### src/rtl/snake_pkg.sv
// ============================================================================
// Module      : snake_pkg
// Description : Shared direction codes, scheduler states and helpers.
// Revision    : 1.0 - initial release
// ============================================================================
`default_nettype none

package snake_pkg;

  localparam logic [2:0] DIR_NONE  = 3'd0;
  localparam logic [2:0] DIR_UP    = 3'd1;
  localparam logic [2:0] DIR_DOWN  = 3'd2;
  localparam logic [2:0] DIR_LEFT  = 3'd3;
  localparam logic [2:0] DIR_RIGHT = 3'd4;
  localparam logic [2:0] DIR_PAUSE = 3'd5;

  typedef enum logic [2:0] {
    IDLE  = 3'd0,
    RUN   = 3'd1,
    ISSUE = 3'd2,
    PAUSE = 3'd3,
    OVER  = 3'd4
  } state_t;

  function automatic logic [2:0] opposite_dir(input logic [2:0] dir);
    case (dir)
      DIR_UP:    opposite_dir = DIR_DOWN;
      DIR_DOWN:  opposite_dir = DIR_UP;
      DIR_LEFT:  opposite_dir = DIR_RIGHT;
      DIR_RIGHT: opposite_dir = DIR_LEFT;
      default:   opposite_dir = DIR_NONE;
    endcase
  endfunction

endpackage

`default_nettype wire

### src/rtl/snake_dir_fifo.sv
// ============================================================================
// Module      : snake_dir_fifo
// Description : Small synchronous FIFO of 3-bit direction codes; also exposes
//               the most recently written entry for duplicate filtering.
// Revision    : 1.0 - initial release
// ============================================================================
`default_nettype none

module snake_dir_fifo #(
  parameter int DEPTH = 4
) (
  input  logic                     clk,
  input  logic                     rst,
  input  logic                     push,
  input  logic                     pop,
  input  logic [2:0]               din,
  output logic [2:0]               dout,
  output logic                     full,
  output logic                     empty,
  output logic [$clog2(DEPTH):0]   count,
  output logic [2:0]               last
);

  localparam int AW = $clog2(DEPTH);

  logic [2:0]    r_mem [DEPTH];
  logic [AW-1:0] r_wr_ptr;
  logic [AW-1:0] r_rd_ptr;
  logic [AW:0]   r_count;
  logic [2:0]    r_last;
  logic          w_do_push;
  logic          w_do_pop;

  assign full      = (r_count == (AW+1)'(DEPTH));
  assign empty     = (r_count == '0);
  assign w_do_push = push && !full;
  assign w_do_pop  = pop && !empty;
  assign dout      = r_mem[r_rd_ptr];
  assign count     = r_count;
  assign last      = r_last;

  always_ff @(posedge clk) begin
    if (w_do_push) begin
      r_mem[r_wr_ptr] <= din;
    end
  end

  // Pointers wrap naturally because DEPTH is a power of two.
  always_ff @(posedge clk or posedge rst) begin
    if (rst) begin
      r_wr_ptr <= '0;
      r_rd_ptr <= '0;
      r_count  <= '0;
      r_last   <= '0;
    end else begin
      if (w_do_push) begin
        r_wr_ptr <= r_wr_ptr + AW'(1);
        r_last   <= din;
      end
      if (w_do_pop) begin
        r_rd_ptr <= r_rd_ptr + AW'(1);
      end
      r_count <= r_count + (AW+1)'(w_do_push) - (AW+1)'(w_do_pop);
    end
  end

endmodule

`default_nettype wire

### src/rtl/snake_move_scheduler.sv
// ============================================================================
// Module      : snake_move_scheduler
// Description : Queues direction presses, generates the movement tick and
//               issues one move per tick to GameLogic; owns pause/game-over.
//               Optional macro REVERSE_FILTER_EN discards reversing heads.
// Revision    : 1.0 - initial release
// ============================================================================
`default_nettype none

module snake_move_scheduler
  import snake_pkg::*;
#(
  parameter int TICK_CYCLES = 4000000,
  parameter int FIFO_DEPTH  = 4,
  parameter int CNT_W       = 23
) (
  input  logic       clk,
  input  logic       rst,
  input  logic [2:0] btn_code,
  input  logic       btn_valid,
  input  logic       move_ready,
  input  logic       game_over,
  output logic       move_valid,
  output logic [2:0] move_dir,
  output logic       paused,
  output logic [2:0] fifo_count,
  output logic       dropped
);

  localparam logic [CNT_W-1:0] TICK_LAST = CNT_W'(TICK_CYCLES - 1);

  state_t                    r_state, w_state_nxt;
  logic [CNT_W-1:0]          r_cnt, w_cnt_nxt;
  logic [2:0]                r_heading, w_heading_nxt;
  logic                      r_pause_pend, w_pause_pend_nxt;
  logic                      r_dropped;
  logic                      w_is_dir, w_pause_req, w_accept, w_tick;
  logic                      w_push, w_pop, w_push_drop, w_rev_drop;
  logic                      w_full, w_empty;
  logic [2:0]                w_head, w_last, w_ref_dir;
  logic [$clog2(FIFO_DEPTH):0] w_count;

  snake_dir_fifo #(
    .DEPTH (FIFO_DEPTH)
  ) u_fifo (
    .clk   (clk),
    .rst   (rst),
    .push  (w_push),
    .pop   (w_pop),
    .din   (btn_code),
    .dout  (w_head),
    .full  (w_full),
    .empty (w_empty),
    .count (w_count),
    .last  (w_last)
  );

  // Duplicate presses compare against the newest queued entry, or the
  // heading once the queue has drained.
  assign w_is_dir    = btn_valid && (btn_code >= DIR_UP) && (btn_code <= DIR_RIGHT);
  assign w_pause_req = btn_valid && (btn_code == DIR_PAUSE);
  assign w_ref_dir   = w_empty ? r_heading : w_last;
  assign w_accept    = w_is_dir && (r_state != OVER) && (btn_code != w_ref_dir);
  assign w_push      = w_accept && !w_full;
  assign w_push_drop = w_accept && w_full;
  assign w_tick      = (r_cnt == TICK_LAST);

  always_comb begin
    w_state_nxt      = r_state;
    w_cnt_nxt        = r_cnt;
    w_heading_nxt    = r_heading;
    w_pause_pend_nxt = r_pause_pend;
    w_pop            = 1'b0;
    w_rev_drop       = 1'b0;
    case (r_state)
      IDLE: begin
        if (!w_empty) begin
          w_pop         = 1'b1;
          w_heading_nxt = w_head;
          w_cnt_nxt     = '0;
          w_state_nxt   = RUN;
        end
      end
      RUN: begin
        if (game_over) begin
          w_state_nxt = OVER;
        end else if (w_pause_req) begin
          w_state_nxt = PAUSE;
        end else if (w_tick) begin
          w_cnt_nxt   = '0;
          w_state_nxt = ISSUE;
          if (!w_empty) begin
            w_pop = 1'b1;
`ifdef REVERSE_FILTER_EN
            if (w_head == opposite_dir(r_heading)) begin
              w_rev_drop = 1'b1;
            end else begin
              w_heading_nxt = w_head;
            end
`else
            w_heading_nxt = w_head;
`endif
          end
        end else begin
          w_cnt_nxt = r_cnt + CNT_W'(1);
        end
      end
      ISSUE: begin
        if (game_over) begin
          w_state_nxt      = OVER;
          w_pause_pend_nxt = 1'b0;
        end else if (move_ready) begin
          w_state_nxt      = (r_pause_pend || w_pause_req) ? PAUSE : RUN;
          w_pause_pend_nxt = 1'b0;
        end else if (w_pause_req) begin
          w_pause_pend_nxt = 1'b1;
        end
      end
      PAUSE: begin
        if (game_over) begin
          w_state_nxt = OVER;
        end else if (w_pause_req) begin
          w_state_nxt = RUN;
        end
      end
      OVER: begin
        w_state_nxt = OVER;
      end
      default: begin
        w_state_nxt = IDLE;
      end
    endcase
  end

  always_ff @(posedge clk or posedge rst) begin
    if (rst) begin
      r_state      <= IDLE;
      r_cnt        <= '0;
      r_heading    <= DIR_NONE;
      r_pause_pend <= 1'b0;
      r_dropped    <= 1'b0;
    end else begin
      r_state      <= w_state_nxt;
      r_cnt        <= w_cnt_nxt;
      r_heading    <= w_heading_nxt;
      r_pause_pend <= w_pause_pend_nxt;
      r_dropped    <= w_push_drop || w_rev_drop;
    end
  end

  assign move_valid = (r_state == ISSUE);
  assign paused     = (r_state == PAUSE);
  assign move_dir   = r_heading;
  assign fifo_count = 3'(w_count);
  assign dropped    = r_dropped;

endmodule

`default_nettype wire

### config.mk
export PLATFORM = sky130hd
export DESIGN_NAME = snake_move_scheduler
export DESIGN_NICKNAME = d
export VERILOG_FILES = /design/src/rtl/snake_pkg.sv /design/src/rtl/snake_dir_fifo.sv /design/src/rtl/snake_move_scheduler.sv
export SDC_FILE = /design/constraint.sdc
export NUM_CORES = 1
export LEC_CHECK = 0
export ABC_AREA = 1
export CORE_UTILIZATION = 55
export CTS_BUF_LIST = sky130_fd_sc_hd__clkbuf_16
export DETAILED_ROUTE_END_ITERATION = 10
export MAX_ROUTING_LAYER = met4
export PLACE_DENSITY = 0.79
export RECOVER_POWER = 100
export SYNTH_ARGS = -nofsm -noshare
export SYNTH_HDL_FRONTEND = slang
export SYNTH_SLANG_ARGS = --single-unit
### constraint.sdc
create_clock -name clk -period 3.1 [get_ports clk]
set_input_delay 0.465 -clock clk [delete_from_list [all_inputs] [get_ports clk]]
set_output_delay 0.465 -clock clk [all_outputs]
set_load 0.02 [all_outputs]
==> summary.txt, run 1 <==
Outcome
  – Outcome: finished clean

STA
  – Slew margin rel.: 29.8%
  – # setup viols final: 0
  – Fin Clk Skew: 0.00505 ns
  – Fin Setup TNS: 0 ns
  – Final Hold Fails: 0
  – Worst Max-Slew Pin Slew: 1.05 ns
  – Final Slew Violations: 0
  – Final period utilization: 89.4%
  – Fmax: 0.361 GHz
  – Minimum clock period: 2.77 ns
  – RSZ-0062 raised after global routing: false

GRT
  – First-pass GRT wire length: 12.0 mm
  – Total Routing Usage GR: 25.7%
  – Vias in the first global route: 2603
  – Largest net degree at the start of global routing: 42
  – Grt total ovfl: 0
  – Initial antenna violation count: 0

CTS
  – Clock sink count: 53
  – Clock transition at path regs: 0.07 ns
  – Root buf cell: clkbuf_16
  – Post-cts gate resize count: 0
  – Cts bufs inserted: 5
  – Hold Buf Count CTS: 0
  – TritonCTS clock tree: done
  – H-tree depth: 2
  – Post CTS Setup Buffer Count: 0
  – Clk_lat worst skew: 0.29 ns
  – Clock Path Buffers: 2

Power and ir drop
  – Static Leak: 1.72 nW
  – PwrDens: 798 mW/mm^2
  – Internal: 0.00157 W
  – Sw Ratio: 44.4%
  – Clock Power Share: 20.0%
  – Logic pwr share: 44.2%
  – Proportion of power drawn by flip-flops and latches: 35.8%
  – Max VDD drop: 0.842 mV
  – Sw Pwr: 0.00126 W

Route
  – DR pass1 iterations: 5
  – Vias: 2804
  – Initial DRC count: 232
  – Post-route ant nets: 0
  – WL final: 7.10 mm
  – Routed vias/inst: 5.55
  – # DRC: 0
  – WL/cell: 14.1 microns

Worst setup path
  – Critical Path End Type: flop
  – R2R cell count: 15
  – Worst path depth: 15
  – WP data arrival: 2.96 ns
  – Crit Path Max Fanout: 7
  – CP Launch Type: flop
  – Reg-to-reg slack, setup: 0.33 ns
  – Worst setup path class: flop to flop
  – Req. time, crit path: 3.28 ns
  – Worst-path cell chain: ha_1 > nand3_1 > inv_1 > nand2_1 > inv_2 > nand3_4 > nand2_1 > nand2_4 > clkinv_4 > ha_1 > inv_1 > ha_1 > inv_1 > fa_1 > xnor2_1
  – CP bufs+invs: 5
  – CP Capture Point: u_fifo.count[2]$_DFF_PP0_
  – CP top delay family: adder cells
  – Worst setup path start: r_cnt[0]$_DFFE_PP0P_
  – Critical path's largest stage delay: 0.43 ns
  – Reg2reg start: r_cnt[0]$_DFFE_PP0P_
  – Crit path max-delay cell type: dfrtp_1
  – Worst R2R End: u_fifo.count[2]$_DFF_PP0_

Job
  – Max cap viols: 0

Floorplanning
  – Die ar.: 0.00611 sq mm
  – Height of the die: 78.2 microns
  – Row count: 27
  – Core area: 0.00554 sq mm
  – I/O pin count: 17
  – Die Width: 78.2 microns
  – Initial Util: 57.6%

Logic synthesis
  – Number of synthesized flops with an enable pin: 12
  – Synth Register Bits: 53
  – Synth Instances: 408
  – Mapped Area: 0.00319 sq mm
  – Sequential share of the synthesized area: 43.4%
  – YS warnings: 0
  – Post-synthesis async set-or-reset flop share: 77.4%
  – Net Count, Synth: 424
  – Syn avg cell area: 7.82 sq um
  – Ys flop type: dfrtp_1
  – Cell variety after synth: 41

Final layout
  – Fillers: 503
  – Most frequent cells in the layout: 108 x nand2_1, 59 x inv_1, 44 x nor2_1, 41 x dfrtp_1, 29 x nand3_1
  – Share of cells above drive strength 1: 6.47%
  – Ant diodes: 0
  – Layout Nets: 448
  – Layout Cells excl Fill: 505
  – Area Growth Syn to Fin: 11.1%
  – Commonest non-fill, non-tap cell in the layout: nand2_1

Placed design
  – Dpl cells: 497
  – DP Wirelength: 5.04 mm
  – GPL Wtd Cong: 0.943
  – Buffers added on ports: 16

Min path
  – Hold Crit Class: flop to flop
[stage by stage]
step / instance area (sq um) / worst slack (ns) / total power (W) / utilization [%] / hold WS (ns)
2_1_floorplan: 3190 / 0.660 / 0.00203 / - / 0.442
4_1_cts: 3600 / 0.405 / 0.00292 / 65.0 / 0.486
6_report: 3550 / 0.327 / 0.00283 / 64.0 / 0.491
3_3_place_gp: 3450 / 0.328 / 0.00231 / 62.2 / 0.458
3_5_place_dp: 3450 / 0.267 / 0.00234 / 62.2 / 0.467
5_1_grt: 3550 / 0.141 / 0.00304 / 64.0 / 0.498
[layout make-up]
class | count | area, sq um | area share (%)
clock buffers | 5 | 125 | 3.53
clock inverters | 3 | 25.0 | 0.706
inverters | 64 | 245 | 6.92
multi-input cells | 284 | 1480 | 41.8
flip-flops and latches | 53 | 1390 | 39.1
well taps | 72 | 90.1 | 2.54
repair buffers | 24 | 193 | 5.43
[power groups by stage]
stage               logic (W)  registers [W]  clock network, W
floorplan             0.00101        0.00102                 0
global placement      0.00129        0.00102                 0
detailed placement    0.00131        0.00103                 0
CTS                   0.00133        0.00101          0.000579
global route          0.00141        0.00103          0.000602
finish                0.00125        0.00101          0.000566
[state kept, by name, summed over array words and instances (netlist names)]
signal           cells
r_cnt               23
r_pause_pend         1
u_fifo.r_rd_ptr      2
u_fifo.r_wr_ptr      2
move_dir             3
r_state              3
u_fifo.last          3
dropped              1
u_fifo.r_mem        12
u_fifo.count         3
[kinds of logic after synthesis]
kind of cell | count (synthesis) | share of synthesized area [%]
xor+xnor | 6 | 1.65
fa+ha+maj | 8 | 3.37
flops | 53 | 43.4
buf+inv | 71 | 9.37
compound gates | 29 | 5.49
simple gates | 241 | 36.7
[Yosys cell counts (all sizes together) (4+ instances only)]
master	count	share of area (%)
ha	7	2.7
nand3	32	5.9
nor2	47	6.4
nand2	112	14
dfrtp	41	32
inv	63	7.4
edfxtp	12	11
buf	5	1.4
nand3b	4	0.94
nor3	14	2.7
nand4	29	5.9
o21ai	17	2.7
[worst register-to-register path: cells and delay by family (launching register included)]
| family | cells | cell delay, ns |
|---|---|---|
| flip-flops | 1 | 0.43 |
| AND/OR/NAND/NOR | 5 | 0.70 |
| adder cells (fa/ha/maj) | 4 | 0.97 |
| buffers and inverters | 5 | 0.42 |
| XOR/XNOR | 1 | 0.13 |
[worst min-delay path by stage]
stage	from	end	slack, ns	cells past startpoint
global route	u_fifo.last[2]$_DFFE_PP0P_	u_fifo.last[2]$_DFFE_PP0P_	0.50	2
detailed placement	u_fifo.last[2]$_DFFE_PP0P_	u_fifo.last[2]$_DFFE_PP0P_	0.47	2
global placement	u_fifo.last[0]$_DFFE_PP0P_	u_fifo.last[0]$_DFFE_PP0P_	0.46	2
CTS	u_fifo.last[2]$_DFFE_PP0P_	u_fifo.last[2]$_DFFE_PP0P_	0.49	2
floorplan	u_fifo.last[0]$_DFFE_PP0P_	u_fifo.last[0]$_DFFE_PP0P_	0.44	2
finish	u_fifo.last[2]$_DFFE_PP0P_	u_fifo.last[2]$_DFFE_PP0P_	0.49	2
[routing by layer]
metal  track usage [%]  wire [microns]
met1              35.1            3270
met2              39.8            3310
met3              4.42             420
met4              7.22              92
met5                 -               0
Note: power is estimated with default switching activity, not from simulation.
==> run 2, diff against run 1 <==
==> constraint.sdc (replaced) <==
create_clock -name clk -period 3.1 [get_ports clk]
set_input_delay 0.465 -clock clk [delete_from_list [all_inputs] [get_ports clk]]
set_output_delay 0.465 -clock clk [all_outputs]
set_load 0.1 [all_outputs]
==> run 2 against run 1 <==
  * Sequential cell count is the same
  * Largest cell class unchanged
  * Register-to-register slack lost 0.06 ns
  * Total power grew 10%
  * Cell count is the same
  * Critical endpoint unchanged
  * Worst hold slack gained 0.012 ns
  * Combinational power grew 22%
==> summary.txt, run 2 (synthesized netlist as in run 1, its figures left out) <==
STA
  – Slew margin rel.: 22.4% (-7.4 points)
  – # setup viols final: 0 (unchanged)
  – Fin Setup TNS: 0 ns (unchanged)
  – Fmax: 0.353 GHz (-2.0%)
  – Final setup margin: 0.271 ns (-0.0563 ns)
  – Fin Clk Skew: 0.00900 ns (+0.00395 ns)
  – Worst Max-Slew Pin Slew: 1.17 ns (+0.115 ns)
  – Minimum clock period: 2.83 ns (+0.0563 ns)
  – Final period utilization: 91.3% (+1.8 points)
  – RSZ-0062 raised after global routing: false
  – Final Slew Violations: 0 (unchanged)
  – Final Hold Fails: 0 (unchanged)

Route
  – # DRC: 0 (unchanged)
  – Vias: 2818 (+0.50%)
  – WL/cell: 14.1 microns (+0.48%)
  – Post-route ant nets: 0 (unchanged)
  – WL final: 7.13 mm (+0.48%)
  – Initial DRC count: 222 (-4.3%)
  – Routed vias/inst: 5.58 (+0.50%)
  – DR pass1 iterations: 7 (+2)

Power and ir drop
  – Sw Ratio: 50.7% (+6.3 points)
  – Clock Power Share: 18.8% (-1.2 points)
  – Internal: 0.00154 W (-2.3%)
  – Max VDD drop: 0.942 mV (+12%)
  – Logic pwr share: 48.6% (+4.4 points)
  – PwrDens: 893 mW/mm^2 (+12%)
  – Sw Pwr: 0.00158 W (+26%)
  – Proportion of power drawn by flip-flops and latches: 32.6% (-3.2 points)
  – Static Leak: 1.69 nW (-1.9%)

Min path
  – Hold_sp: u_fifo.last[2]$_DFFE_PP0P_
  – Hold Crit Class: flop to flop
  – Hold path cells: 2 (unchanged)
  – Worst hold endpoint: u_fifo.last[2]$_DFFE_PP0P_

Final layout
  – Area Growth Syn to Fin: 9.41%
  – Largest register FFs: 23 (unchanged)
  – Top flop regs: r_cnt: 23 flops, u_fifo.r_mem: 12 flops
  – Final core occ: 63.0% (-0.97 points)
  – Most frequent cells in the layout: 108 x nand2_1, 59 x inv_1, 44 x nor2_1, 41 x dfrtp_1, 29 x nand3_1
  – Share of cells above drive strength 1: 6.00% (-0.46 points)
  – Layout Nets: 448 (unchanged)
  – Fillers: 520 (+3.4%)
  – Commonest non-fill, non-tap cell in the layout: nand2_1
  – Top reg by flops: r_cnt
  – Ant diodes: 0 (unchanged)

CTS
  – Clock sink count: 53 (unchanged)
  – TritonCTS clock tree: done
  – Clk_lat worst skew: 0.30 ns (about the same)
  – H-tree depth: 2 (unchanged)
  – Cts bufs inserted: 5 (unchanged)
  – Post-cts gate resize count: 0 (unchanged)
  – Post CTS Setup Buffer Count: 0 (unchanged)
  – Clock Path Buffers: 2 (unchanged)
  – Root buf cell: clkbuf_16
  – Clock transition at path regs: 0.08 ns (about the same)
  – Hold Buf Count CTS: 0 (unchanged)

Worst setup path
  – Crit Path Max Fanout: 7 (unchanged)
  – Req. time, crit path: 3.28 ns (about the same)
  – Worst setup path class: flop to flop
  – CP Launch Type: flop
  – Reg2reg start: r_cnt[0]$_DFFE_PP0P_
  – Reg-to-reg slack, setup: 0.27 ns (-0.06 ns)
  – Critical Path End Type: flop
  – R2R cell count: 15 (unchanged)
  – Worst R2R End: u_fifo.count[2]$_DFF_PP0_
  – Worst-path cell chain: ha_1 > nand3_1 > inv_1 > nand2_1 > inv_1 > nand3_4 > nand2_1 > nand2_4 > clkinv_4 > ha_1 > inv_1 > ha_1 > inv_1 > fa_1 > xnor2_1
  – Critical path's largest stage delay: 0.44 ns (about the same)
  – Crit path max-delay cell type: dfrtp_1
  – Cell mode on critical path: inv_1
  – WP data arrival: 3.01 ns (+0.05 ns)

GRT
  – Total Routing Usage GR: 26.2% (+0.42 points)
  – Vias in the first global route: 2590 (-0.50%)
  – Initial antenna violation count: 0 (unchanged)
  – Met2 Use GR: 38.9% (-0.88 points)
  – M3 GR Usage: 4.19% (-0.23 points)
  – Grt total ovfl: 0 (unchanged)
  – Met1 Usage GRT: 36.2% (+1.1 points)
  – Largest net degree at the start of global routing: 39 (-7.1%)
  – First-pass GRT wire length: 12.1 mm (+0.86%)
  – Grt peak-use layer: met2

Placed design
  – GPL Wtd Cong: 0.956 (+1.4%)
  – Setup WS pre-CTS: 0.255 ns (-0.0117 ns)
  – DP Wirelength: 5.17 mm (+2.7%)
  – Buffers added on ports: 16 (unchanged)

Floorplanning
  – Die ar.: 0.00611 sq mm (unchanged)
  – Row count: 27 (unchanged)
  – Height of the die: 78.2 microns (unchanged)
  – Die Width: 78.2 microns (unchanged)
  – Initial Util: 57.6% (unchanged)
  – Core area: 0.00554 sq mm (unchanged)
  – I/O pin count: 17 (unchanged)

Outcome
  – Outcome: finished clean

Job
  – Max cap viols: 0 (unchanged)
[run 2: area by class of cell]
class | count | area, sq um | share of cell area [%]
clock buffers | 5 | 125 | 3.58
clock inverters | 3 | 28.8 | 0.824
inverters | 64 | 245 | 7.02
multi-input cells | 284 | 1480 | 42.4
flip-flops and latches | 53 | 1390 | 39.7
well taps | 72 | 90.1 | 2.58
repair buffers | 24 | 135 | 3.87
[run 2: power by group through the flow]
stage          sequential (W)  combinational, W  clock (W)
2_1_floorplan         0.00127           0.00105          0
3_3_place_gp          0.00102           0.00156          0
3_5_place_dp          0.00103           0.00160          0
4_1_cts               0.00102           0.00161   0.000595
5_1_grt               0.00104           0.00168   0.000611
6_report              0.00102           0.00152   0.000586
[run 2: worst max path at each step]
stage                              start                        end
6_report            r_cnt[0]$_DFFE_PP0P_  u_fifo.count[2]$_DFF_PP0_
5_1_grt             r_cnt[0]$_DFFE_PP0P_  u_fifo.count[2]$_DFF_PP0_
4_1_cts             r_cnt[0]$_DFFE_PP0P_  u_fifo.count[2]$_DFF_PP0_
3_5_place_dp                 btn_code[1]  u_fifo.count[2]$_DFF_PP0_
3_3_place_gp                 btn_code[1]  u_fifo.count[1]$_DFF_PP0_
2_1_floorplan  u_fifo.count[2]$_DFF_PP0_  u_fifo.count[2]$_DFF_PP0_
[run 2: worst max-delay path: cells and delay by family (launching register included)]
kind	cells	cell delay [ns]
flip-flops	1	0.44
AND/OR/NAND/NOR	5	0.71
XOR/XNOR	1	0.13
adder cells (fa/ha/maj)	4	0.97
buffers and inverters	5	0.47
[run 2: per-layer routing]
layer  routed length [microns]  share of wire [%]
met4                       141                2.0
met1                      3390                 47
met2                      3220                 45
met5                         0                  0
met3                       379                5.3
[run 2: stage by stage]
stage | power [W] | instance area, sq um | instances | hold slack [ns]
finish | 0.00312 | 3490 | 505 | 0.503
global route | 0.00333 | 3490 | 505 | 0.518
CTS | 0.00322 | 3580 | 505 | 0.492
detailed placement | 0.00262 | 3430 | 497 | 0.467
global placement | 0.00259 | 3430 | 497 | 0.459
floorplan | 0.00232 | 3190 | 408 | 0.442
